$ cat config.mk
export PLATFORM = sky130hd
export DESIGN_NAME = typed_text_buffer
export DESIGN_NICKNAME = d
export VERILOG_FILES = /design/src/rtl/typed_text_buffer_pkg.sv /design/src/rtl/typed_text_buffer_sat_counter16.sv /design/src/rtl/typed_text_buffer.sv
export SDC_FILE = /design/constraint.sdc
export NUM_CORES = 1
export LEC_CHECK = 0
export ABC_CLOCK_PERIOD_IN_PS = 5500
export CAP_MARGIN = 15
export CORE_MARGIN = 4
export CORE_UTILIZATION = 40
export DETAILED_ROUTE_END_ITERATION = 12
export PLACE_DENSITY = 0.76
export SLEW_MARGIN = 20
export SYNTH_ARGS = -nofsm -noshare
export SYNTH_HDL_FRONTEND = slang
export SYNTH_SLANG_ARGS = --single-unit
$ cat constraint.sdc
create_clock -name clk_i -period 5.5 [get_ports clk_i]
set_input_delay 1.1 -clock clk_i [delete_from_list [all_inputs] [get_ports clk_i]]
set_output_delay 1.1 -clock clk_i [all_outputs]
set_load 0.02 [all_outputs]
$ cat src/rtl/typed_text_buffer_pkg.sv
// Shared constants, state encoding and slot packing helper for the typing-race
// text buffer.
package typed_text_buffer_pkg;

  localparam logic [4:0]   MAX_LEN    = 5'd25;
  localparam logic [4:0]   BLANK_CODE = 5'd30;
  localparam logic [4:0]   KEY_BS     = 5'd26;
  localparam logic [4:0]   KEY_CLR    = 5'd27;
  localparam logic [124:0] BLANK_TEXT = {25{BLANK_CODE}};

  typedef enum logic [1:0] {
    ST_EMPTY  = 2'd0,
    ST_TYPING = 2'd1,
    ST_DONE   = 2'd2
  } tb_state_e;

  // Bit offset of a slot in the 125-bit packed bus.
  function automatic logic [6:0] slot_lsb(input logic [4:0] idx);
    return {2'b00, idx} * 7'd5;
  endfunction

endpackage

$ cat src/rtl/typed_text_buffer_sat_counter16.sv
// 16-bit counter that sticks at all-ones, with a synchronous clear that wins
// over increment.
module sat_counter16 (
  input  logic        clk_i,
  input  logic        rst_ni,
  input  logic        clr_i,
  input  logic        inc_i,
  output logic [15:0] count_o
);

  logic [15:0] count_q;
  logic [15:0] count_d;

  // Next count: clear, saturating increment, or hold.
  always_comb begin
    count_d = count_q;
    if (clr_i) begin
      count_d = 16'h0000;
    end else if (inc_i && (count_q != 16'hFFFF)) begin
      count_d = count_q + 16'h0001;
    end else begin
      count_d = count_q;
    end
  end

  // Count register.
  always_ff @(posedge clk_i or negedge rst_ni) begin
    if (!rst_ni) begin
      count_q <= 16'h0000;
    end else begin
      count_q <= count_d;
    end
  end

  assign count_o = count_q;

endmodule

$ cat src/rtl/typed_text_buffer.sv
// Typed-line buffer for the typing race: applies key events to a 25-slot letter
// buffer, tracks the matching prefix against the target and flags completion.
module typed_text_buffer
  import typed_text_buffer_pkg::*;
(
  input  logic         clk_i,
  input  logic         rst_ni,
  input  logic         key_valid_i,
  input  logic [4:0]   key_code_i,
  input  logic         new_target_i,
  input  logic [124:0] target_i,
  input  logic [4:0]   target_len_i,
  output logic [124:0] text_o,
  output logic [4:0]   len_o,
  output logic [4:0]   correct_cnt_o,
  output logic         error_o,
  output logic         full_o,
  output logic         done_o,
  output logic         locked_o,
  output logic [15:0]  keystrokes_o,
  output logic [15:0]  miss_count_o
);

  tb_state_e    state_q, state_d;
  logic [124:0] text_q,  text_d;
  logic [4:0]   len_q,   len_d;
  logic [4:0]   cc_q,    cc_d;
  logic         done_q,  done_d;
  logic         error_q, full_q, locked_q;
  logic         ks_inc_s, miss_inc_s, cnt_clr_s;
  logic [6:0]   cur_lsb_s, prev_lsb_s;

  assign cur_lsb_s  = slot_lsb(len_q);
  assign prev_lsb_s = slot_lsb(len_q - 5'd1);

  // Event decode and next-state computation; new_target outranks every key.
  always_comb begin
    text_d     = text_q;
    len_d      = len_q;
    cc_d       = cc_q;
    state_d    = state_q;
    done_d     = 1'b0;
    ks_inc_s   = 1'b0;
    miss_inc_s = 1'b0;
    cnt_clr_s  = 1'b0;
    if (new_target_i) begin
      text_d    = BLANK_TEXT;
      len_d     = 5'd0;
      cc_d      = 5'd0;
      state_d   = ST_EMPTY;
      cnt_clr_s = 1'b1;
    end else if (key_valid_i) begin
      case (key_code_i)
        KEY_CLR: begin
          text_d  = BLANK_TEXT;
          len_d   = 5'd0;
          cc_d    = 5'd0;
          state_d = ST_EMPTY;
        end
        KEY_BS: begin
          if ((len_q != 5'd0) && (state_q != ST_DONE)) begin
            text_d[prev_lsb_s +: 5] = BLANK_CODE;
            len_d = len_q - 5'd1;
            if (cc_q == len_q) begin
              cc_d = cc_q - 5'd1;
            end else begin
              cc_d = cc_q;
            end
            if (len_d == 5'd0) begin
              state_d = ST_EMPTY;
            end else begin
              state_d = ST_TYPING;
            end
          end else begin
            text_d = text_q;
          end
        end
        5'd28, 5'd29, 5'd30, 5'd31: begin
          text_d = text_q;
        end
        default: begin
          if ((len_q < MAX_LEN) && (state_q != ST_DONE)) begin
            text_d[cur_lsb_s +: 5] = key_code_i;
            len_d    = len_q + 5'd1;
            ks_inc_s = 1'b1;
            // Only a letter typed directly after an intact prefix can extend it.
            if ((cc_q == len_q) && (len_q < target_len_i) &&
                (target_i[cur_lsb_s +: 5] == key_code_i)) begin
              cc_d = cc_q + 5'd1;
            end else begin
              miss_inc_s = 1'b1;
            end
            if ((cc_d == target_len_i) && (target_len_i != 5'd0) &&
                (len_d == target_len_i)) begin
              state_d = ST_DONE;
              done_d  = 1'b1;
            end else begin
              state_d = ST_TYPING;
            end
          end else begin
            text_d = text_q;
          end
        end
      endcase
    end else begin
      text_d = text_q;
    end
  end

  // Buffer, length, prefix and status flag registers.
  always_ff @(posedge clk_i or negedge rst_ni) begin
    if (!rst_ni) begin
      state_q  <= ST_EMPTY;
      text_q   <= BLANK_TEXT;
      len_q    <= 5'd0;
      cc_q     <= 5'd0;
      done_q   <= 1'b0;
      error_q  <= 1'b0;
      full_q   <= 1'b0;
      locked_q <= 1'b0;
    end else begin
      state_q  <= state_d;
      text_q   <= text_d;
      len_q    <= len_d;
      cc_q     <= cc_d;
      done_q   <= done_d;
      error_q  <= (cc_d != len_d);
      full_q   <= (len_d == MAX_LEN);
      locked_q <= (state_d == ST_DONE);
    end
  end

  sat_counter16 u_keystrokes (
    .clk_i   (clk_i),
    .rst_ni  (rst_ni),
    .clr_i   (cnt_clr_s),
    .inc_i   (ks_inc_s),
    .count_o (keystrokes_o)
  );

  sat_counter16 u_miss_count (
    .clk_i   (clk_i),
    .rst_ni  (rst_ni),
    .clr_i   (cnt_clr_s),
    .inc_i   (miss_inc_s),
    .count_o (miss_count_o)
  );

  assign text_o        = text_q;
  assign len_o         = len_q;
  assign correct_cnt_o = cc_q;
  assign error_o       = error_q;
  assign full_o        = full_q;
  assign done_o        = done_q;
  assign locked_o      = locked_q;

endmodule

==> impl_metrics.json <==
{
  "final_cell_mix": "nor2_1, clkdlybuf4s50_1, a21oi_1",
  "routed_wirelength_mm": 86.4,
  "dieHeight_um": 227,
  "place_hpwl_mm": 62.8,
  "cts_root_buf": "clkbuf_16",
  "cts_tree": "yes",
  "min_from": "state_q[1]$_DFF_PN0_",
  "synthCells": 2429,
  "gp_congestion": 1.07,
  "htreeDepth": 4,
  "synth.area.top_cells": "dfstp_2, mux4_2, dfrtp_1",
  "grt_pass1_wl_mm": 130,
  "yosys.area.top_type": "dfstp_2",
  "fmax_mhz": 193,
  "chipWidth_um": 227,
  "first_pass_iters": 6,
  "outcome": "completed",
  "yosysTopAreaCellShare_pct": 13.7,
  "setup_tns_ns": 0,
  "detail_route.wl_per_cell_um": 26.2,
  "syn_area_um2": 19200,
  "rsz0062_at_grt": "false",
  "arrival_ns": 5.55,
  "cts_buffers": 17,
  "swShare_pct": 48.9,
  "clockBufferDepth": 2,
  "slew_viol_final": 0,
  "hold_path_depth": 2,
  "p_int_uw": 3630,
  "routed-wl-met2_mm": 38.9,
  "via_per_inst": 6.81,
  "placementRows": 79,
  "synth_edf_count": 0,
  "required_ns": 5.88,
  "whs_endpoint": "state_q[1]$_DFF_PN0_",
  "antenna_found_initial": 7,
  "rr_startpoint": "len_o[1]$_DFF_PN0_",
  "power_density_nw_per_um2": 299,
  "drc": 0,
  "insertion_delay_ns": 0.47,
  "route.met3.wl_mm": 10.1,
  "hp-class": "reg2reg",
  "fin_crit_sh_pct": 94.1,
  "switchingPower_uw": 3470,
  "drv_cap": 0,
  "dr.first_iter.drc_count": 3333,
  "synth_flop_cell": "dfstp_2",
  "p_leak_uw": 0.00854,
  "drive_gt1_share_pct": 16.5,
  "grt_pass1_vias": 21300,
  "ctsHoldBuffers": 0,
  "top_layer_used": "met4",
  "cp_max_fo": 11,
  "power_frac_comb_pct": 58.9,
  "fin_nets": 2845,
  "clkTransAtPathRegs_ns": 0.08,
  "port_buffers": 309,
  "ys_seq_elements": 173,
  "pin_count": 310,
  "yosysWarningCount": 0,
  "clock_power_share_pct": 17.6,
  "fin_worst_skew_ns": 0.0180,
  "seq_area_frac_synth_pct": 23.3,
  "p_seq_share_pct": 23.4,
  "post_cts_buffers": 0,
  "r2r_end": "text_o[23]$_DFFE_PN1P_",
  "setup_viol": 0,
  "hold_slack_ns": 0.504,
  "endpoint_kind": "register",
  "cp-start-kind": "register",
  "slew_headroom_pct": 34.9,
  "tightest_slew_ns": 0.969,
  "die_area_um2": 51500,
  "worstRegToRegCells": 17,
  "coreArea_um2": 47000,
  "r2r_slack_ns": 0.32,
  "postRouteAntennaNets": 0,
  "start_util_pct": 40.8,
  "area_delta_synth_final_pct": 24.0,
  "grt_util_all_layers_pct": 32.3,
  "grt_overflow": 0,
  "vias": 22500,
  "async_flop_share_pct": 100,
  "cts.sinks": 173,
  "finalHoldViolations": 0,
  "syn_avg_cell_area_um2": 7.89,
  "grt_max_degree": 140,
  "vdd_drop_max_v": 0.000297,
  "synth.distinct_cells": 79,
  "synth_nets": 2598,
  "layout_commonest_cell": "nor2_1",
  "layout_min_cycle_time_ns": 5.18,
  "cts_resized": 0,
  "crit_type": "reg2reg",
  "wl_met1_mm": 32.7
}
==> flip-flops by register name (all words and copies together), names as in the netlist <==
signal	flops
len_o	5
correct_cnt_o	5
u_miss_count.count_o	16
done_o	1
u_keystrokes.count_o	16
state_q	2
error_o	1
locked_o	1
full_o	1
text_o	125
==> logic make-up (layout without fill, tap and decap cells) <==
| logic type | after synthesis | after routing | synth area share, % |
|---|---|---|---|
| AOI/OAI and AO/OA | 826 | 826 | 26.5 |
| xor gates and xnor gates | 60 | 60 | 2.82 |
| adders and majority gates | 30 | 30 | 2.04 |
| DFF | 173 | 173 | 23.3 |
| muxes | 271 | 271 | 21.0 |
| buffers and inverters | 236 | 496 | 5.27 |
| and+or+nand+nor | 833 | 833 | 19.1 |
| other | 0 | 6 | 0 |
==> stage by stage <==
stage / cells / util (%) / total power (µW) / setup WS [ns] / area, µm²
5_1_grt: 3302 / 50.6 / 7360 / 0.00956 / 23700
2_1_floorplan: 2429 / - / 3900 / 0.0108 / 19200
3_5_place_dp: 3264 / 49.3 / 5680 / 0.194 / 23200
4_1_cts: 3296 / 50.5 / 6940 / 0.186 / 23700
6_report: 3302 / 50.6 / 7100 / 0.325 / 23700
3_3_place_gp: 3264 / 49.3 / 5640 / 0.269 / 23200
==> Yosys cell counts, types with 16 or more instances <==
master    number
a22oi_1       26
buf_2         18
dfrtp_1       73
dfstp_2      100
nand2_1      235
xor2_1        24
nand3_1       65
nand2b_1      18
mux2i_1      104
o221a_2       16
ha_1          28
and2_1        23
o22ai_1       28
o21ai_0      223
a31oi_1       52
o41ai_1       30
nor4_1        20
or3_1         20
nor3_1        33
nor2_1       348
xnor2_1       35
mux4_2        98
a21oi_1      289
inv_1         31
clkbuf_1     146
mux2_2        64
==> cell type report <==
class / instances / area, µm²
antenna: 6 / 15.0
clock buffer: 26 / 479
clock inverter: 6 / 85.1
fill: 4478 / 23200
inverter: 36 / 135
multi-input combinational: 2020 / 13700
sequential: 173 / 4460
tap: 607 / 759
timing repair buffer: 428 / 4070
==> how the worst max path moves through the flow <==
stage	to	start
final	text_o[23]$_DFFE_PN1P_	len_o[1]$_DFF_PN0_
after CTS	error_o$_DFF_PN0_	len_o[1]$_DFF_PN0_
after detailed placement	error_o$_DFF_PN0_	len_o[1]$_DFF_PN0_
after global placement	error_o$_DFF_PN0_	len_o[1]$_DFF_PN0_
after floorplan	text_o[123]$_DFFE_PN1P_	len_o[0]$_DFF_PN0_
after global routing	text_o[15]$_DFFE_PN0P_	len_o[1]$_DFF_PN0_
==> power groups by stage <==
stage	sequential [µW]	combinational [µW]	clock [µW]
floorplan	1790	2110	0
global placement	1670	3970	0
detailed placement	1680	4000	0
CTS	1660	4020	1260
global route	1680	4360	1320
finish	1660	4180	1250
==> worst max-delay path, cell delays in order (launching register included) <==
cell and delay (ns):
dfrtp_4 0.57, or2_1 0.33, nor2_1 0.22, xnor2_1 0.22, inv_1 0.12, ha_1 0.29
ha_1 0.18, inv_1 0.07, fa_1 0.53, nor3b_2 0.20, nand3_1 0.25, o21ai_1 0.21
o21ai_1 0.72, nand2_1 0.35, o21ai_0 0.25, o41ai_1 0.10, a221oi_1 0.36, a21oi_1 0.12
==> per-layer routing <==
layer,track usage [%],up-vias
met5,0,-
met4,16.2,0
met3,7.79,316
met2,49.6,1670
met1,42.6,10900
li1,-,9624
(Power assumes the default switching activity.)
